**src/rtl/branch_hazard_ctrl_pkg.sv**
```systemverilog
// Shared types, encodings and helper functions for the ID-stage branch hazard controller.
package branch_hazard_ctrl_pkg;

  localparam int unsigned DEF_REG_ADDR_W = 5;
  localparam int unsigned DEF_CNT_W      = 16;

  localparam logic [1:0] COND_JUMP = 2'd1;
  localparam logic [1:0] COND_BEQ  = 2'd2;
  localparam logic [1:0] COND_BNE  = 2'd3;

  localparam logic [1:0] FWD_REG = 2'b00;
  localparam logic [1:0] FWD_MEM = 2'b01;
  localparam logic [1:0] FWD_WB  = 2'b10;

  typedef enum logic [1:0] {
    IDLE    = 2'd0,
    STALL   = 2'd1,
    RESOLVE = 2'd2
  } stateT;

  // Cycles one source must wait before its value reaches a forwarding point.
  function automatic logic [1:0] srcNeed(input logic exHit, input logic exLoad,
                                         input logic memHit, input logic memLoad);
    if (exHit) return exLoad ? 2'd2 : 2'd1;
    return (memHit && memLoad) ? 2'd1 : 2'd0;
  endfunction

  function automatic logic [1:0] maxNeed(input logic [1:0] a, input logic [1:0] b);
    return (a > b) ? a : b;
  endfunction

  // MEM ALU result wins over WB; a load still in MEM is not forwardable.
  function automatic logic [1:0] fwdSel(input logic memHit, input logic memLoad,
                                        input logic wbHit);
    if (memHit && !memLoad) return FWD_MEM;
    if (wbHit) return FWD_WB;
    return FWD_REG;
  endfunction

endpackage

```
**src/rtl/branch_hazard_ctrl_if.sv**
```systemverilog
// Pipeline-side signal bundle of the branch hazard controller.
interface branch_hazard_ctrl_if #(
  parameter int unsigned REG_ADDR_W = branch_hazard_ctrl_pkg::DEF_REG_ADDR_W,
  parameter int unsigned CNT_W      = branch_hazard_ctrl_pkg::DEF_CNT_W
);
  logic [1:0]            id_br_cmd;
  logic [REG_ADDR_W-1:0] id_src1;
  logic [REG_ADDR_W-1:0] id_src2;
  logic [REG_ADDR_W-1:0] ex_dest;
  logic                  ex_wb_en;
  logic                  ex_mem_read;
  logic [REG_ADDR_W-1:0] mem_dest;
  logic                  mem_wb_en;
  logic                  mem_mem_read;
  logic [REG_ADDR_W-1:0] wb_dest;
  logic                  wb_wb_en;
  logic                  hold;
  logic                  br_cond;
  logic                  perf_clr;
  logic                  stall;
  logic                  br_taken;
  logic                  if_flush;
  logic [1:0]            fwd_sel1;
  logic [1:0]            fwd_sel2;
  logic [CNT_W-1:0]      perf_branches;
  logic [CNT_W-1:0]      perf_taken;
  logic [CNT_W-1:0]      perf_stalls;

  modport slave (
    input  id_br_cmd, id_src1, id_src2, ex_dest, ex_wb_en, ex_mem_read,
           mem_dest, mem_wb_en, mem_mem_read, wb_dest, wb_wb_en,
           hold, br_cond, perf_clr,
    output stall, br_taken, if_flush, fwd_sel1, fwd_sel2,
           perf_branches, perf_taken, perf_stalls
  );

  modport master (
    output id_br_cmd, id_src1, id_src2, ex_dest, ex_wb_en, ex_mem_read,
           mem_dest, mem_wb_en, mem_mem_read, wb_dest, wb_wb_en,
           hold, br_cond, perf_clr,
    input  stall, br_taken, if_flush, fwd_sel1, fwd_sel2,
           perf_branches, perf_taken, perf_stalls
  );
endinterface

```
**src/rtl/branch_hazard_ctrl_sat_counter.sv**
```systemverilog
// Saturating event counter with clear (beats increment) and freeze.
module sat_counter #(
  parameter int unsigned CNT_W = 16
) (
  input  logic             clk,
  input  logic             rst,
  input  logic             inc,
  input  logic             clr,
  input  logic             hold,
  output logic [CNT_W-1:0] count
);

  always_ff @(posedge clk) begin
    if (rst || clr) begin
      count <= '0;
    end else if (!hold && inc && (count != '1)) begin
      count <= count + CNT_W'(1);
    end
  end

endmodule

```
**src/rtl/branch_hazard_ctrl.sv**
```systemverilog
// ID-stage branch resolution: operand hazard stall, comparator forwarding,
// PC redirect / IF-ID flush qualification and branch performance counters.
module branch_hazard_ctrl
  import branch_hazard_ctrl_pkg::*;
#(
  parameter int unsigned REG_ADDR_W = DEF_REG_ADDR_W,
  parameter int unsigned CNT_W      = DEF_CNT_W
) (
  input logic                 clk,
  input logic                 rst,
  branch_hazard_ctrl_if.slave bus
);

  stateT      state;
  logic [1:0] cnt;
  logic       isJump;
  logic       isCond;
  logic       isBranch;
  logic       ex1, ex2, mem1, mem2, wb1, wb2;
  logic [1:0] need;
  logic       stallC;
  logic       resolve;
  logic       brTaken;

  function automatic logic stageMatch(input logic en,
                                      input logic [REG_ADDR_W-1:0] dest,
                                      input logic [REG_ADDR_W-1:0] src);
    return en && (dest == src) && (dest != '0);
  endfunction

  // Hazard detection and resolve qualification.
  always_comb begin
    isJump   = (bus.id_br_cmd == COND_JUMP);
    isCond   = (bus.id_br_cmd == COND_BEQ) || (bus.id_br_cmd == COND_BNE);
    isBranch = isJump || isCond;
    ex1      = stageMatch(bus.ex_wb_en,  bus.ex_dest,  bus.id_src1);
    ex2      = stageMatch(bus.ex_wb_en,  bus.ex_dest,  bus.id_src2);
    mem1     = stageMatch(bus.mem_wb_en, bus.mem_dest, bus.id_src1);
    mem2     = stageMatch(bus.mem_wb_en, bus.mem_dest, bus.id_src2);
    wb1      = stageMatch(bus.wb_wb_en,  bus.wb_dest,  bus.id_src1);
    wb2      = stageMatch(bus.wb_wb_en,  bus.wb_dest,  bus.id_src2);
    need     = 2'd0;
    if (isCond) begin
      need = maxNeed(srcNeed(ex1, bus.ex_mem_read, mem1, bus.mem_mem_read),
                     srcNeed(ex2, bus.ex_mem_read, mem2, bus.mem_mem_read));
    end
    stallC  = !rst && (((state == IDLE) && (need != 2'd0)) || (state == STALL));
    resolve = !rst && !bus.hold &&
              (((state == IDLE) && isBranch && (need == 2'd0)) || (state == RESOLVE));
    brTaken = resolve && (isJump || bus.br_cond);
  end

  // Stall sequencer; the ID instruction is frozen while we wait.
  always_ff @(posedge clk) begin
    if (rst) begin
      state <= IDLE;
      cnt   <= 2'd0;
    end else if (!bus.hold) begin
      unique case (state)
        IDLE: begin
          if (need != 2'd0) begin
            cnt   <= need - 2'd1;
            state <= (need == 2'd2) ? STALL : RESOLVE;
          end
        end
        STALL: begin
          cnt   <= (cnt > 2'd1) ? cnt - 2'd1 : 2'd0;
          state <= (cnt > 2'd1) ? STALL : RESOLVE;
        end
        RESOLVE: begin
          cnt   <= 2'd0;
          state <= IDLE;
        end
        default: begin
          cnt   <= 2'd0;
          state <= IDLE;
        end
      endcase
    end
  end

  assign bus.stall    = stallC;
  assign bus.br_taken = brTaken;
  assign bus.if_flush = brTaken;
  assign bus.fwd_sel1 = rst ? FWD_REG : fwdSel(mem1, bus.mem_mem_read, wb1);
  assign bus.fwd_sel2 = rst ? FWD_REG : fwdSel(mem2, bus.mem_mem_read, wb2);

  sat_counter #(.CNT_W(CNT_W)) branchesCnt (
    .clk(clk), .rst(rst), .inc(resolve), .clr(bus.perf_clr), .hold(bus.hold),
    .count(bus.perf_branches)
  );

  sat_counter #(.CNT_W(CNT_W)) takenCnt (
    .clk(clk), .rst(rst), .inc(brTaken), .clr(bus.perf_clr), .hold(bus.hold),
    .count(bus.perf_taken)
  );

  sat_counter #(.CNT_W(CNT_W)) stallsCnt (
    .clk(clk), .rst(rst), .inc(stallC && !bus.hold), .clr(bus.perf_clr), .hold(bus.hold),
    .count(bus.perf_stalls)
  );

endmodule
```
**src/flat_wrapper.sv**
```systemverilog
// flat-port wrapper written by rule: the top's interface ports become plain ports
module branch_hazard_ctrl_flat import branch_hazard_ctrl_pkg::*;
#(
  parameter int unsigned REG_ADDR_W = DEF_REG_ADDR_W,
  parameter int unsigned CNT_W      = DEF_CNT_W
)
  (clk, rst, bus_id_br_cmd, bus_id_src1, bus_id_src2, bus_ex_dest, bus_ex_wb_en, bus_ex_mem_read, bus_mem_dest, bus_mem_wb_en, bus_mem_mem_read, bus_wb_dest, bus_wb_wb_en, bus_hold, bus_br_cond, bus_perf_clr, bus_stall, bus_br_taken, bus_if_flush, bus_fwd_sel1, bus_fwd_sel2, bus_perf_branches, bus_perf_taken, bus_perf_stalls);
  branch_hazard_ctrl_if #(.REG_ADDR_W(REG_ADDR_W), .CNT_W(CNT_W)) bus_i ();
  input logic clk;
  input logic rst;
  input wire logic [$bits(bus_i.id_br_cmd)-1:0] bus_id_br_cmd;
  input wire logic [$bits(bus_i.id_src1)-1:0] bus_id_src1;
  input wire logic [$bits(bus_i.id_src2)-1:0] bus_id_src2;
  input wire logic [$bits(bus_i.ex_dest)-1:0] bus_ex_dest;
  input wire logic [$bits(bus_i.ex_wb_en)-1:0] bus_ex_wb_en;
  input wire logic [$bits(bus_i.ex_mem_read)-1:0] bus_ex_mem_read;
  input wire logic [$bits(bus_i.mem_dest)-1:0] bus_mem_dest;
  input wire logic [$bits(bus_i.mem_wb_en)-1:0] bus_mem_wb_en;
  input wire logic [$bits(bus_i.mem_mem_read)-1:0] bus_mem_mem_read;
  input wire logic [$bits(bus_i.wb_dest)-1:0] bus_wb_dest;
  input wire logic [$bits(bus_i.wb_wb_en)-1:0] bus_wb_wb_en;
  input wire logic [$bits(bus_i.hold)-1:0] bus_hold;
  input wire logic [$bits(bus_i.br_cond)-1:0] bus_br_cond;
  input wire logic [$bits(bus_i.perf_clr)-1:0] bus_perf_clr;
  output wire logic [$bits(bus_i.stall)-1:0] bus_stall;
  output wire logic [$bits(bus_i.br_taken)-1:0] bus_br_taken;
  output wire logic [$bits(bus_i.if_flush)-1:0] bus_if_flush;
  output wire logic [$bits(bus_i.fwd_sel1)-1:0] bus_fwd_sel1;
  output wire logic [$bits(bus_i.fwd_sel2)-1:0] bus_fwd_sel2;
  output wire logic [$bits(bus_i.perf_branches)-1:0] bus_perf_branches;
  output wire logic [$bits(bus_i.perf_taken)-1:0] bus_perf_taken;
  output wire logic [$bits(bus_i.perf_stalls)-1:0] bus_perf_stalls;
  assign bus_i.id_br_cmd = bus_id_br_cmd;
  assign bus_i.id_src1 = bus_id_src1;
  assign bus_i.id_src2 = bus_id_src2;
  assign bus_i.ex_dest = bus_ex_dest;
  assign bus_i.ex_wb_en = bus_ex_wb_en;
  assign bus_i.ex_mem_read = bus_ex_mem_read;
  assign bus_i.mem_dest = bus_mem_dest;
  assign bus_i.mem_wb_en = bus_mem_wb_en;
  assign bus_i.mem_mem_read = bus_mem_mem_read;
  assign bus_i.wb_dest = bus_wb_dest;
  assign bus_i.wb_wb_en = bus_wb_wb_en;
  assign bus_i.hold = bus_hold;
  assign bus_i.br_cond = bus_br_cond;
  assign bus_i.perf_clr = bus_perf_clr;
  assign bus_stall = bus_i.stall;
  assign bus_br_taken = bus_i.br_taken;
  assign bus_if_flush = bus_i.if_flush;
  assign bus_fwd_sel1 = bus_i.fwd_sel1;
  assign bus_fwd_sel2 = bus_i.fwd_sel2;
  assign bus_perf_branches = bus_i.perf_branches;
  assign bus_perf_taken = bus_i.perf_taken;
  assign bus_perf_stalls = bus_i.perf_stalls;
  branch_hazard_ctrl #(.REG_ADDR_W(REG_ADDR_W), .CNT_W(CNT_W)) u_core (.clk(clk), .rst(rst), .bus(bus_i));
endmodule
```
**config.mk**
```make
export PLATFORM = sky130hd
export DESIGN_NAME = branch_hazard_ctrl_flat
export DESIGN_NICKNAME = d
export VERILOG_FILES = /design/src/rtl/branch_hazard_ctrl_pkg.sv /design/src/rtl/branch_hazard_ctrl_if.sv /design/src/rtl/branch_hazard_ctrl_sat_counter.sv /design/src/rtl/branch_hazard_ctrl.sv /design/src/flat_wrapper.sv
export SDC_FILE = /design/constraint.sdc
export NUM_CORES = 1
export LEC_CHECK = 0
export CORE_UTILIZATION = 45
export CTS_BUF_LIST = sky130_fd_sc_hd__clkbuf_4 sky130_fd_sc_hd__clkbuf_8
export DETAILED_ROUTE_END_ITERATION = 10
export PLACE_DENSITY = 0.76
export REMOVE_ABC_BUFFERS = 1
export SYNTH_ARGS = -nofsm -noshare
export SYNTH_HDL_FRONTEND = slang
export SYNTH_SLANG_ARGS = --single-unit
```
**constraint.sdc**
```tcl
create_clock -name clk -period 12.4 [get_ports clk]
set_input_delay 2.48 -clock clk [delete_from_list [all_inputs] [get_ports clk]]
set_output_delay 2.48 -clock clk [all_outputs]
set_load 0.03 [all_outputs]
```
-- Yosys cells after proc, flatten, opt, wreduce, memory -nomap -nowiden
Index checks and enable logic that the tools add are counted.
- add/sub/neg operators: 5
- $mul: 0
- divide/modulo/power cells: 0
- magnitude comparators: 2
- equal/unequal tests: 16
- shift operators: 0
- muxes and demuxes: 38
- bitwise logic cells: 1
- reductions and logical operators: 46
- operators with widths (operator ; count):
    $add 16x1->16 const B ; 3
    $mux 2 ; 24
    $ne 16x16->1 const B ; 3
    $eq 5x5->1 ; 6
    $logic_and 1x1->1 ; 30
    $reduce_bool 5->1 ; 3
    $mux 1 ; 12
    $eq 2x2->1 const B ; 4
    $pmux 2 s2 ; 2
    $logic_or 1x1->1 ; 6
    $eq 2x1->1 const B ; 2
    $logic_not 2->1 ; 2
    $sub 2x1->2 const B ; 2
    $logic_not 1->1 ; 3
    $gt 2x1->1 const B ; 1
    $gt 2x2->1 ; 1
    $ne 2x2->1 const B ; 1
    $reduce_and 2->1 ; 1
    $reduce_bool 2->1 ; 1
    $not 1->1 ; 1
- register bits after elaboration: 52
- bits in latches: 0
- RAM bits: 0
- bits in read-only memories: 0
- output and inout port bits: 55
- memories: 0

-- Depth between registers and ports, before layout
Gate-level depths: netlist (run 1).
- depth after elaboration: 17
- mapped depth: 18
- gate-level depth less buffers: 17

-- Modules after synthesis
A second synthesis (run 1) with hierarchy kept.
- cell total of the unflattened synthesis: 422
- area, all modules: 3554.7 um^2
- modules (own cells, without submodules) (module ; instances ; cells an instance ; area an instance (um^2)):
    sat_counter ; 3 ; 99 ; 865.8
    branch_hazard_ctrl ; 1 ; 125 ; 957.2

-- Worst setup path before layout (run 1)
No wires, ideal clock.
- path kind: input -> output
- start: input bus_ex_dest[1]
- end: output bus_if_flush
- arrival: 5.366 ns
- data required time: 9.920 ns
- slack: 4.554 ns
- stages on the path: 15
- path buffers: 1
- path through: or4_1 -> nor2_1 -> nor4b_1 -> o32ai_1 -> inv_1 -> ha_1 -> nand2_1 -> o21a_1 -> o21ai_0 -> o221ai_1 -> ha_1 -> o21a_1 -> o221ai_2 -> inv_1 -> buf_4
- word-level cells in the longest chain between the ends: 15
- ends and longest elaborated chain (what ; RTL line ; text):
    from (decl) ; flat_wrapper.sv:14 ; input wire logic [$bits(bus_i.ex_dest)-1:0] bus_ex_dest;
    $eq 5x5->1 ; branch_hazard_ctrl.sv:28 ; return en && (dest == src) && (dest != '0);
    $logic_and 1x1->1 (2 in a row) ; branch_hazard_ctrl.sv:28 ;
    $mux 1 ; branch_hazard_ctrl_pkg.sv:24 ; if (exHit) return exLoad ? 2'd2 : 2'd1;
    $mux 1 ; branch_hazard_ctrl.sv:43 ; if (isCond) begin
    $mux 2 ; branch_hazard_ctrl_pkg.sv:25 ; return (memHit && memLoad) ? 2'd1 : 2'd0;
    $mux 2 ; branch_hazard_ctrl.sv:43 ;
    $gt 2x2->1 ; branch_hazard_ctrl_pkg.sv:29 ; return (a > b) ? a : b;
    $mux 2 (*) ; branch_hazard_ctrl_pkg.sv:29 ;
    $mux 2 (*) ; branch_hazard_ctrl.sv:43 ;
    $logic_not 2->1 (*) ; branch_hazard_ctrl.sv:49 ; (((state == IDLE) && isBranch && (need == 2'd0)) || (state == RESOLVE));
    $logic_and 1x1->1 (*) ; branch_hazard_ctrl.sv:49 ;
    $logic_or 1x1->1 (*) ; branch_hazard_ctrl.sv:49 ;
    $logic_and 1x1->1 (*) ; branch_hazard_ctrl.sv:48 ; resolve = !rst && !bus.hold &&
    $logic_and 1x1->1 (*) ; branch_hazard_ctrl.sv:50 ; brTaken = resolve && (isJump || bus.br_cond);
    to (decl) ; flat_wrapper.sv:27 ; output wire logic [$bits(bus_i.if_flush)-1:0] bus_if_flush;
Every way passes the cells marked *; elsewhere a longest branch is shown, timed or not. The select of a mux whose other input is x is not followed.

-- Worst setup path after layout (run 1)
- start: input bus_ex_dest[1]
- end: output bus_br_taken
- word-level cells in the longest chain between the ends: 15
- ends and longest elaborated chain (what ; RTL line ; text):
    $eq 5x5->1 ; branch_hazard_ctrl.sv:28 ;
    $logic_and 1x1->1 (2 in a row) ; branch_hazard_ctrl.sv:28 ;
    $mux 1 ; branch_hazard_ctrl_pkg.sv:24 ;
    $mux 1 ; branch_hazard_ctrl.sv:43 ;
    $mux 2 ; branch_hazard_ctrl_pkg.sv:25 ;
    $mux 2 ; branch_hazard_ctrl.sv:43 ;
    $gt 2x2->1 ; branch_hazard_ctrl_pkg.sv:29 ;
    $mux 2 (*) ; branch_hazard_ctrl_pkg.sv:29 ;
    $mux 2 (*) ; branch_hazard_ctrl.sv:43 ;
    $logic_not 2->1 (*) ; branch_hazard_ctrl.sv:49 ;
    $logic_and 1x1->1 (*) ; branch_hazard_ctrl.sv:49 ;
    $logic_or 1x1->1 (*) ; branch_hazard_ctrl.sv:49 ;
    $logic_and 1x1->1 (*) ; branch_hazard_ctrl.sv:48 ;
    $logic_and 1x1->1 (*) ; branch_hazard_ctrl.sv:50 ;
    to (decl) ; flat_wrapper.sv:26 ; output wire logic [$bits(bus_i.br_taken)-1:0] bus_br_taken;
Marked as above.

==> results of run 1 <==
-- worst reg2reg max path, cell delays in order, from the launching register on --
cell and delay (ps):
dfxtp_1 400, ha_1 180, and3_1 240, nand4_1 220
o211ai_1 750, or3_1 210, a21oi_1 60
-- power groups by stage --
stage                     logic (mW)  registers, mW  clock network [mW]
after floorplan               0.0233          0.174                   0
after global placement        0.0462          0.174                   0
after detailed placement      0.0471          0.174                   0
after CTS                     0.0473          0.170               0.106
after global routing          0.0518          0.171               0.113
final                         0.0475          0.170               0.103
-- state kept, by name, summed over array words and instances, names as in the netlist --
register                  flops
u_core.state                  2
u_core.branchesCnt.count     16
u_core.stallsCnt.count       16
u_core.takenCnt.count        16
u_core.cnt                    2
-- final cells by class --
class | count | area, um2
Clock buffer | 6 | 82.58
Clock inverter | 2 | 13.76
Fill cell | 631 | 2600
Inverter | 13 | 48.80
Multi-Input combinational cell | 325 | 2120
Sequential cell | 52 | 1041
Tap cell | 96 | 120.1
Timing Repair Buffer | 92 | 918.4
-- through the flow --
| step | std cells | hold slack [ps] | instance area (um2) | utilization (%) | setup WS, ps |
|---|---|---|---|---|---|
| global route | 586 | 538.2 | 4344 | 62.56 | 3078 |
| global placement | 578 | 473.2 | 4248 | 61.17 | 3526 |
| detailed placement | 578 | 500.2 | 4248 | 61.17 | 3352 |
| floorplan | 390 | 482.5 | 3209 | - | 4605 |
| finish | 586 | 515.8 | 4344 | 62.56 | 3281 |
| CTS | 586 | 515.7 | 4344 | 62.56 | 3334 |
-- cell families after synthesis --
kind of cell,synth area share (%)
mux,0.9098
simple gates,28.73
compound gates,18.01
xor+xnor,13.53
fa+ha+maj,3.033
buf+inv,4.246
flops,31.54
-- worst max-delay path by stage --
stage	from	to	slack, ps	depth (start not counted)
5_1_grt	bus_ex_dest[1]	bus_if_flush	3080	16
2_1_floorplan	bus_ex_dest[1]	bus_stall	4600	13
4_1_cts	bus_ex_dest[1]	bus_br_taken	3330	16
6_report	bus_ex_dest[1]	bus_br_taken	3280	16
3_5_place_dp	bus_ex_dest[1]	bus_br_taken	3350	16
3_3_place_gp	bus_ex_dest[1]	bus_br_taken	3530	16
-- cell usage after synthesis, types with 2 or more instances --
cell type,count
dfxtp_1,52
nor2_1,47
xor2_1,26
xnor2_1,25
a21oi_1,24
nand2_1,24
nand3_1,19
o21ai_0,16
inv_1,13
nand4_1,13
nor3_1,13
or3_1,12
or4_1,10
and4_1,8
ha_1,8
o211ai_1,8
o31ai_1,8
and3_1,7
buf_2,7
clkbuf_1,7
nor4_1,5
o21a_1,5
a211oi_1,4
a31oi_1,3
and2_1,3
mux2i_1,3
nor2b_1,3
a2111oi_0,2
a31o_2,2
buf_6,2
nand2b_1,2
nand3b_1,2
nor4b_1,2
o32ai_1,2
-- layer usage --
layer  GRT usage (%)  share of wire, %  vias to the layer above
li1                -                 -                     1665
met1           29.60                46                     1616
met2           39.77                50                       66
met3           2.922               2.5                       11
met4           6.855               1.3                        0
met5               0                 0                        -
==> results.toml, run 1 <==
[critical_path]
worstRegToRegCells = 6
worstReg2RegEnd = "u_core.branchesCnt.count[7]$_SDFFE_PP0P_"
cpMaxStageDelayCell = "clkdlybuf4s50_1"
slowest_delay_ps = 690
cp_top_family = "buffers and inverters"
cp.required_ps = 9920
crit_buf_inv = 4
cp-start-kind = "input port"
cp_max_fo = 5
rrSetupSlack_ps = 10190
crit_chain = "clkdlybuf4s50_1 > or4_1 > nor2_1 > nor4b_1 > o32ai_1 > inv_1 > ha_1 > nand2_1 > o21a_1 > o21ai_0 > o221ai_1 > ha_1 > o21a_1 > o221ai_2 > inv_1 > clkdlybuf4s50_1"
arrival_ps = 6640
endpoint_kind = "primary output"
criticalPathCategory = "input port to primary output"
timing.rr.start = "u_core.branchesCnt.count[0]$_SDFFE_PP0P_"

[floorplanning]
rows = 30
core-area_um2 = 6944
die_y_um = 87.65
boundaryPins = 92
die_area_um2 = 7682
die_width_um = 87.65
start_util_pct = 47.53

[cells_and_area]
final_common_cell = "clkdlybuf4s50_1"
area_growth_pct = 31.61
drive_gt1_share_pct = 3.673
antenna_cells = 0
final_cell_mix = "91 x clkdlybuf4s50_1, 52 x dfxtp_1, 47 x nor2_1"
final_nets = 534

[min_path]
hp-class = "flip-flop to flip-flop"
hold_start = "u_core.takenCnt.count[10]$_SDFFE_PP0P_"
whs_endpoint = "u_core.takenCnt.count[10]$_SDFFE_PP0P_"
min_path_cells = 2

[sta]
worst_slew_pin_slew_ps = 857.2
drv_slew = 0
timing.fmax_ghz = 0.1097
finalHoldViolations = 0
rsz0062_at_grt = "no"
fin_setup_tns_ps = 0
relSlewSlack_pct = 42.85
setup_viol = 0
post-route-period-util_pct = 73.54
finClkSkew_ps = 14.78
fin_crit_ps = 9119

[placed_design]
place_hpwl_um = 6551
port_buffers = 91
gp_congestion = 0.9634

[logic_synthesis]
synth_edf_count = 0
ys_seq_area_share_pct = 31.54
synth.area.top_cells = "dfxtp_1 32%, xor2_1 6.9%, xnor2_1 6.6%"
async_flop_share_pct = 0
synth_top_area_share_pct = 31.54
synth_ff_type = "dfxtp_1"
avgSynthCellArea_um2 = 8.110
ys_warn_count = 0
yosys.area.top_type = "dfxtp_1"
netlist_instances = 407
netlist_area_um2 = 3301
synth_seq_cells = 52
synth_cell_types = 54

[power]
p_sw_share_pct = 25.96
power_frac_comb_pct = 14.8
seqPwrFrac_pct = 53.0
peakVddDrop_uv = 52.91
clkPwrFrac_pct = 32.2
p_leak_nw = 1.408
p_per_area_nw_per_um2 = 73.93
power_switching_mw = 0.08337
intPower_mw = 0.2378
fin_total_pwr_mw = 0.3212

[cts]
clkLatencyLatePin_ps = 310
clock-root-buffer = "clkbuf_8"
cts_hold_buf = 0
cts_tree = "built"
clk_transition_reported_paths_ps = 100
htreeDepth = 2
clockBufferDepth = 2
cts_buffers = 5
cts_sinks = 52
cts_resized = 0
postCtsSetupRepairBufs = 0

[global_routing]
grt_max_degree = 45
grt_pass1_vias = 3027
antenna_found_initial = 0
track_usage_pct = 22.88
grt_pass1_wl_um = 14150
grt-ovfl-total = 0

[routing]
via_count = 3358
vias_per_cell = 5.730
drc = 0
drt_wl_total_um = 8618
first_pass_iters = 4
ant_nets = 0
drt_iter0_markers = 108
wl_per_cell_um = 14.71

[job]
maxCapViolations = 0

[run_status]
status = "complete, no violations"
Note: power is estimated with default switching activity, not from simulation.
==> run 2, diff against run 1 <==
Clock period 12.4 ns to 9 ns, I/O delays scaled along.
==> run 2 against run 1 <==
  * Combinational power grew 38%
  * Via count fell by 0.57%
  * Sequential cell count stayed put
  * Register-to-register slack lost 3400 ps
  * Global-route usage is 0.34 points lower
  * Total power up 38%
  * First-iteration DRC count increased by 53%
  * Non-clock buffer count did not move
  * Sequential power rose by 38%
  * Critical endpoint is now bus_if_flush
  * Clock skew decreased by 1.4 ps
  * Wire length decreased by 1.5%
  * Sequential share of layout area stayed put
==> results.toml, run 2 (same netlist as run 1, synthesis figures left out) <==
[cts]
cts_resized = 0
cts_hold_buf = 0
cts_sinks = 52
postCtsSetupRepairBufs = 0
clock-root-buffer = "clkbuf_8"
clkLatencyLatePin_ps = 310
cts_tree = "built"
clockBufferDepth = 2
clk_transition_reported_paths_ps = 90
htreeDepth = 2
cts_buffers = 5

[routing]
vias_per_cell = 5.698
wl_per_cell_um = 14.49
drt_wl_total_um = 8492
ant_nets = 0
drc = 0
via_count = 3339
first_pass_iters = 4
drt_iter0_markers = 165

[sta]
relSlewSlack_pct = 43.54
post-route-period-util_pct = 86.02
worst_slew_pin_slew_ps = 846.8
timing.fmax_ghz = 0.1292
whs_ps = 508.8
worst_slack_ps = 1258
finClkSkew_ps = 13.36
setup_viol = 0
finalHoldViolations = 0
fin_crit_ps = 7742
rsz0062_at_grt = "no"
fin_setup_tns_ps = 0
drv_slew = 0

[floorplanning]
die_area_um2 = 7682
core-area_um2 = 6944
boundaryPins = 92
die_width_um = 87.65
die_y_um = 87.65
rows = 30
start_util_pct = 47.53

[global_routing]
grt_pass1_wl_um = 13990
grt-ovfl-total = 0
antenna_found_initial = 0
track_usage_pct = 22.54
grt_pass1_vias = 2968
grt_max_degree = 45

[placed_design]
place_hpwl_um = 6511
dp_cells = 578
port_buffers = 91
dp_slack_ps = 1316
gp_congestion = 0.9634

[min_path]
whs_endpoint = "u_core.branchesCnt.count[13]$_SDFFE_PP0P_"
hold_start = "u_core.branchesCnt.count[13]$_SDFFE_PP0P_"
hp-class = "flip-flop to flip-flop"
min_path_cells = 2

[critical_path]
worstRegToRegCells = 6
cp.required_ps = 7200
arrival_ps = 5940
criticalPathCategory = "input port to primary output"
endpoint_kind = "primary output"
cp_max_fo = 5
worstReg2RegEnd = "u_core.branchesCnt.count[7]$_SDFFE_PP0P_"
timing.rr.start = "u_core.branchesCnt.count[0]$_SDFFE_PP0P_"
rrSetupSlack_ps = 6760
cp-start-kind = "input port"

[power]
peakVddDrop_uv = 67.18
clkPwrFrac_pct = 32.1
power_frac_comb_pct = 14.8
p_per_area_nw_per_um2 = 101.7
p_leak_nw = 1.408
p_sw_share_pct = 25.88
power_switching_mw = 0.1144
seqPwrFrac_pct = 53.1
intPower_mw = 0.3276
fin_total_pwr_mw = 0.4420

[cells_and_area]
seq_area_um2 = 1041
final_cells = 586
antenna_cells = 0
nFillCells = 630
multi_input_area_um2 = 2120
final_common_cell = "clkdlybuf4s50_1"
top_regs = "u_core.branchesCnt.count (16), u_core.stallsCnt.count (16), u_core.takenCnt.count (16)"
final_nets = 534
area_growth_pct = 31.61
final_cell_mix = "91 x clkdlybuf4s50_1, 52 x dfxtp_1, 47 x nor2_1"
drive_gt1_share_pct = 3.673

[run_status]
status = "complete, no violations"

[job]
maxCapViolations = 0
[run 2: cell counts in the layout (fill, tap and decap cells not counted)]
No cell type changed its count.
[run 2: layout make-up]
type / count / share of cell area, %
Timing Repair Buffer: 92 / 21.14
Sequential cell: 52 / 23.96
Clock buffer: 6 / 1.901
Tap cell: 96 / 2.765
Clock inverter: 2 / 0.3168
Multi-Input combinational cell: 325 / 48.79
Inverter: 13 / 1.123
[run 2: worst max-delay path by stage]
stage	startpoint	to	slack [ps]	cells after the start
after CTS	bus_ex_dest[1]	bus_if_flush	1290	16
after global placement	bus_ex_dest[1]	bus_br_taken	1490	16
final	bus_ex_dest[1]	bus_if_flush	1260	16
after global routing	bus_ex_dest[1]	bus_br_taken	1030	16
after detailed placement	bus_ex_dest[1]	bus_if_flush	1320	16
after floorplan	bus_ex_dest[1]	bus_stall	2560	13
[run 2: per-stage QoR]
stage	utilization, %	cell area (um2)
after global placement	61.17	4248
after floorplan	-	3209
after CTS	62.56	4344
final	62.56	4344
after detailed placement	61.17	4248
after global routing	62.56	4344
[run 2: layer usage]
metal  vias up  track usage, %  share of wire [%]  wire length [um]
li1       1661               -                  -                 -
met1      1593           29.58                 46              3899
met2        78           39.42                 50              4231
met5         -               0                  0                 0
met4         0           5.514                1.1                90
met3         7           2.639                3.2               270
[run 2: power groups by stage]
stage | Combinational [mW] | Sequential (mW) | Clock, mW
6_report | 0.0654 | 0.235 | 0.142
5_1_grt | 0.0713 | 0.235 | 0.157
4_1_cts | 0.0650 | 0.235 | 0.146
3_5_place_dp | 0.0648 | 0.240 | 0
3_3_place_gp | 0.0637 | 0.240 | 0
2_1_floorplan | 0.0320 | 0.240 | 0
[run 2: critical path: stages]
cell and delay (ps):
clkdlybuf4s50_1 500, or4_1 580, nor2_1 130, nor4b_1 90, o32ai_1 360, inv_1 100, ha_1 300, nand2_1 90
o21a_1 160, o21ai_0 100, o221ai_1 260, ha_1 300, o21a_1 190, o221ai_2 150, inv_1 150, clkdlybuf4s50_1 680
==> run 3, diff against run 2 <==
Clock period 9 ns to 8.8 ns, I/O delays scaled along.
==> run 3 against run 2 <==
  * Clock-buffer cell count did not move
  * Critical path type unchanged
  * Sequential power rose by 2%
  * Largest power group unchanged
  * Critical path depth did not move
  * Total power rose by 1.3%
  * Non-clock buffer count did not move
  * Clock skew fell by 1.8 ps
  * Worst setup slack got worse by 130 ps
  * Register-to-register slack got worse by 210 ps
==> results.toml, run 3 (same netlist as run 1, synthesis figures left out) <==
[global_routing]
grt_max_degree = 45
grt_pass1_vias = 3005
grt-ovfl-total = 0
grt_pass1_wl_um = 14180
antenna_found_initial = 0
track_usage_pct = 22.79

[cts]
cts_resized = 0
postCtsSetupRepairBufs = 0
clockBufferDepth = 2
cts_buffers = 5
clock-root-buffer = "clkbuf_8"
clk_transition_reported_paths_ps = 90
htreeDepth = 2
cts_hold_buf = 0
cts_sinks = 52
clkLatencyLatePin_ps = 300
cts_tree = "built"

[cells_and_area]
nFillCells = 617
final_cells = 585
final_common_cell = "clkdlybuf4s50_1"
top_regs = "u_core.branchesCnt.count (16), u_core.stallsCnt.count (16), u_core.takenCnt.count (16)"
final_util_pct = 62.49
drive_gt1_share_pct = 3.476
final_nets = 534
final_cell_mix = "91 x clkdlybuf4s50_1, 52 x dfxtp_1, 47 x nor2_1"
antenna_cells = 0
area_growth_pct = 31.46

[power]
p_sw_share_pct = 25.51
seqPwrFrac_pct = 53.6
p_leak_nw = 1.403
fin_total_pwr_mw = 0.4477
power_frac_comb_pct = 14.9
power_switching_mw = 0.1142
clkPwrFrac_pct = 31.5
p_per_area_nw_per_um2 = 103.2
peakVddDrop_uv = 56.50
intPower_mw = 0.3335

[critical_path]
cp_max_fo = 5
endpoint_kind = "primary output"
arrival_ps = 5910
cp.required_ps = 7040
cp-start-kind = "input port"
criticalPathCategory = "input port to primary output"

[placed_design]
place_hpwl_um = 6491
gp_congestion = 0.9634
port_buffers = 91
dp_cells = 578

[job]
maxCapViolations = 0

[routing]
drt_iter0_markers = 97
drt_wl_total_um = 8453
via_count = 3309
vias_per_cell = 5.656
wl_per_cell_um = 14.45
drc = 0
first_pass_iters = 4
ant_nets = 0

[floorplanning]
start_util_pct = 47.53
die_y_um = 87.65
die_width_um = 87.65
core-area_um2 = 6944
boundaryPins = 92
rows = 30
die_area_um2 = 7682

[min_path]
hp-class = "flip-flop to flip-flop"

[sta]
setup_viol = 0
finClkSkew_ps = 11.53
whs_ps = 510.9
timing.fmax_ghz = 0.1303
worst_slew_pin_slew_ps = 870.4
fin_setup_tns_ps = 0
finalHoldViolations = 0
relSlewSlack_pct = 41.72
fin_crit_ps = 7675
rsz0062_at_grt = "no"
post-route-period-util_pct = 87.21
drv_slew = 0

[run_status]
status = "complete, no violations"
[run 3: cell count changes in the layout (fill, tap and decap cells not counted), sizes merged]
cell  change
inv       -1
[run 3: per-stage QoR]
| step | instance area (um2) | setup slack (ps) |
|---|---|---|
| 2_1_floorplan | 3209 | 2445 |
| 3_3_place_gp | 4248 | 1366 |
| 4_1_cts | 4339 | 1172 |
| 5_1_grt | 4339 | 925.1 |
| 6_report | 4339 | 1125 |
| 3_5_place_dp | 4248 | 1200 |
[run 3: path summary, 6_finish.rpt]
kind,startpoint,to,slack [ps],cells past startpoint
worst max register to register,u_core.branchesCnt.count[0]$_SDFFE_PP0P_,u_core.branchesCnt.count[7]$_SDFFE_PP0P_,6550,6
worst max-delay path,bus_ex_dest[1],bus_if_flush,1130,16
worst min register to register,u_core.branchesCnt.count[13]$_SDFFE_PP0P_,u_core.branchesCnt.count[13]$_SDFFE_PP0P_,510,2
worst min-delay path,u_core.branchesCnt.count[13]$_SDFFE_PP0P_,u_core.branchesCnt.count[13]$_SDFFE_PP0P_,510,2
[run 3: final cells by class]
| cell class | instances | area (um2) | area share (%) |
|---|---|---|---|
| multi-input combinational | 325 | 2120 | 48.85 |
| clock inverter | 1 | 8.758 | 0.2018 |
| inverter | 13 | 48.80 | 1.125 |
| tap | 96 | 120.1 | 2.768 |
| sequential | 52 | 1041 | 23.99 |
| clock buffer | 6 | 82.58 | 1.903 |
| timing repair buffer | 92 | 918.4 | 21.16 |
[run 3: routing by layer]
metal	GRT usage, %	vias to the layer above	share of wire [%]
met5	0	-	0
met4	7.303	0	1.2
met3	2.922	8	2.7
met2	38.99	68	49
met1	29.78	1562	47
li1	-	1671	-
[run 3: power by group through the flow]
stage	combinational, mW	sequential (mW)	clock, mW
global placement	0.0651	0.245	0
floorplan	0.0328	0.245	0
detailed placement	0.0663	0.245	0
CTS	0.0665	0.240	0.145
finish	0.0668	0.240	0.141
global route	0.0731	0.241	0.156
[run 3: critical path, stage by stage]
cell and delay (ps):
clkdlybuf4s50_1 510, or4_1 580, nor2_1 140, nor4b_1 90
o32ai_1 350, inv_1 100, ha_1 300, nand2_1 90
o21a_1 160, o21ai_0 90, o221ai_1 260, ha_1 300
o21a_1 190, o221ai_2 150, inv_1 150, clkdlybuf4s50_1 680
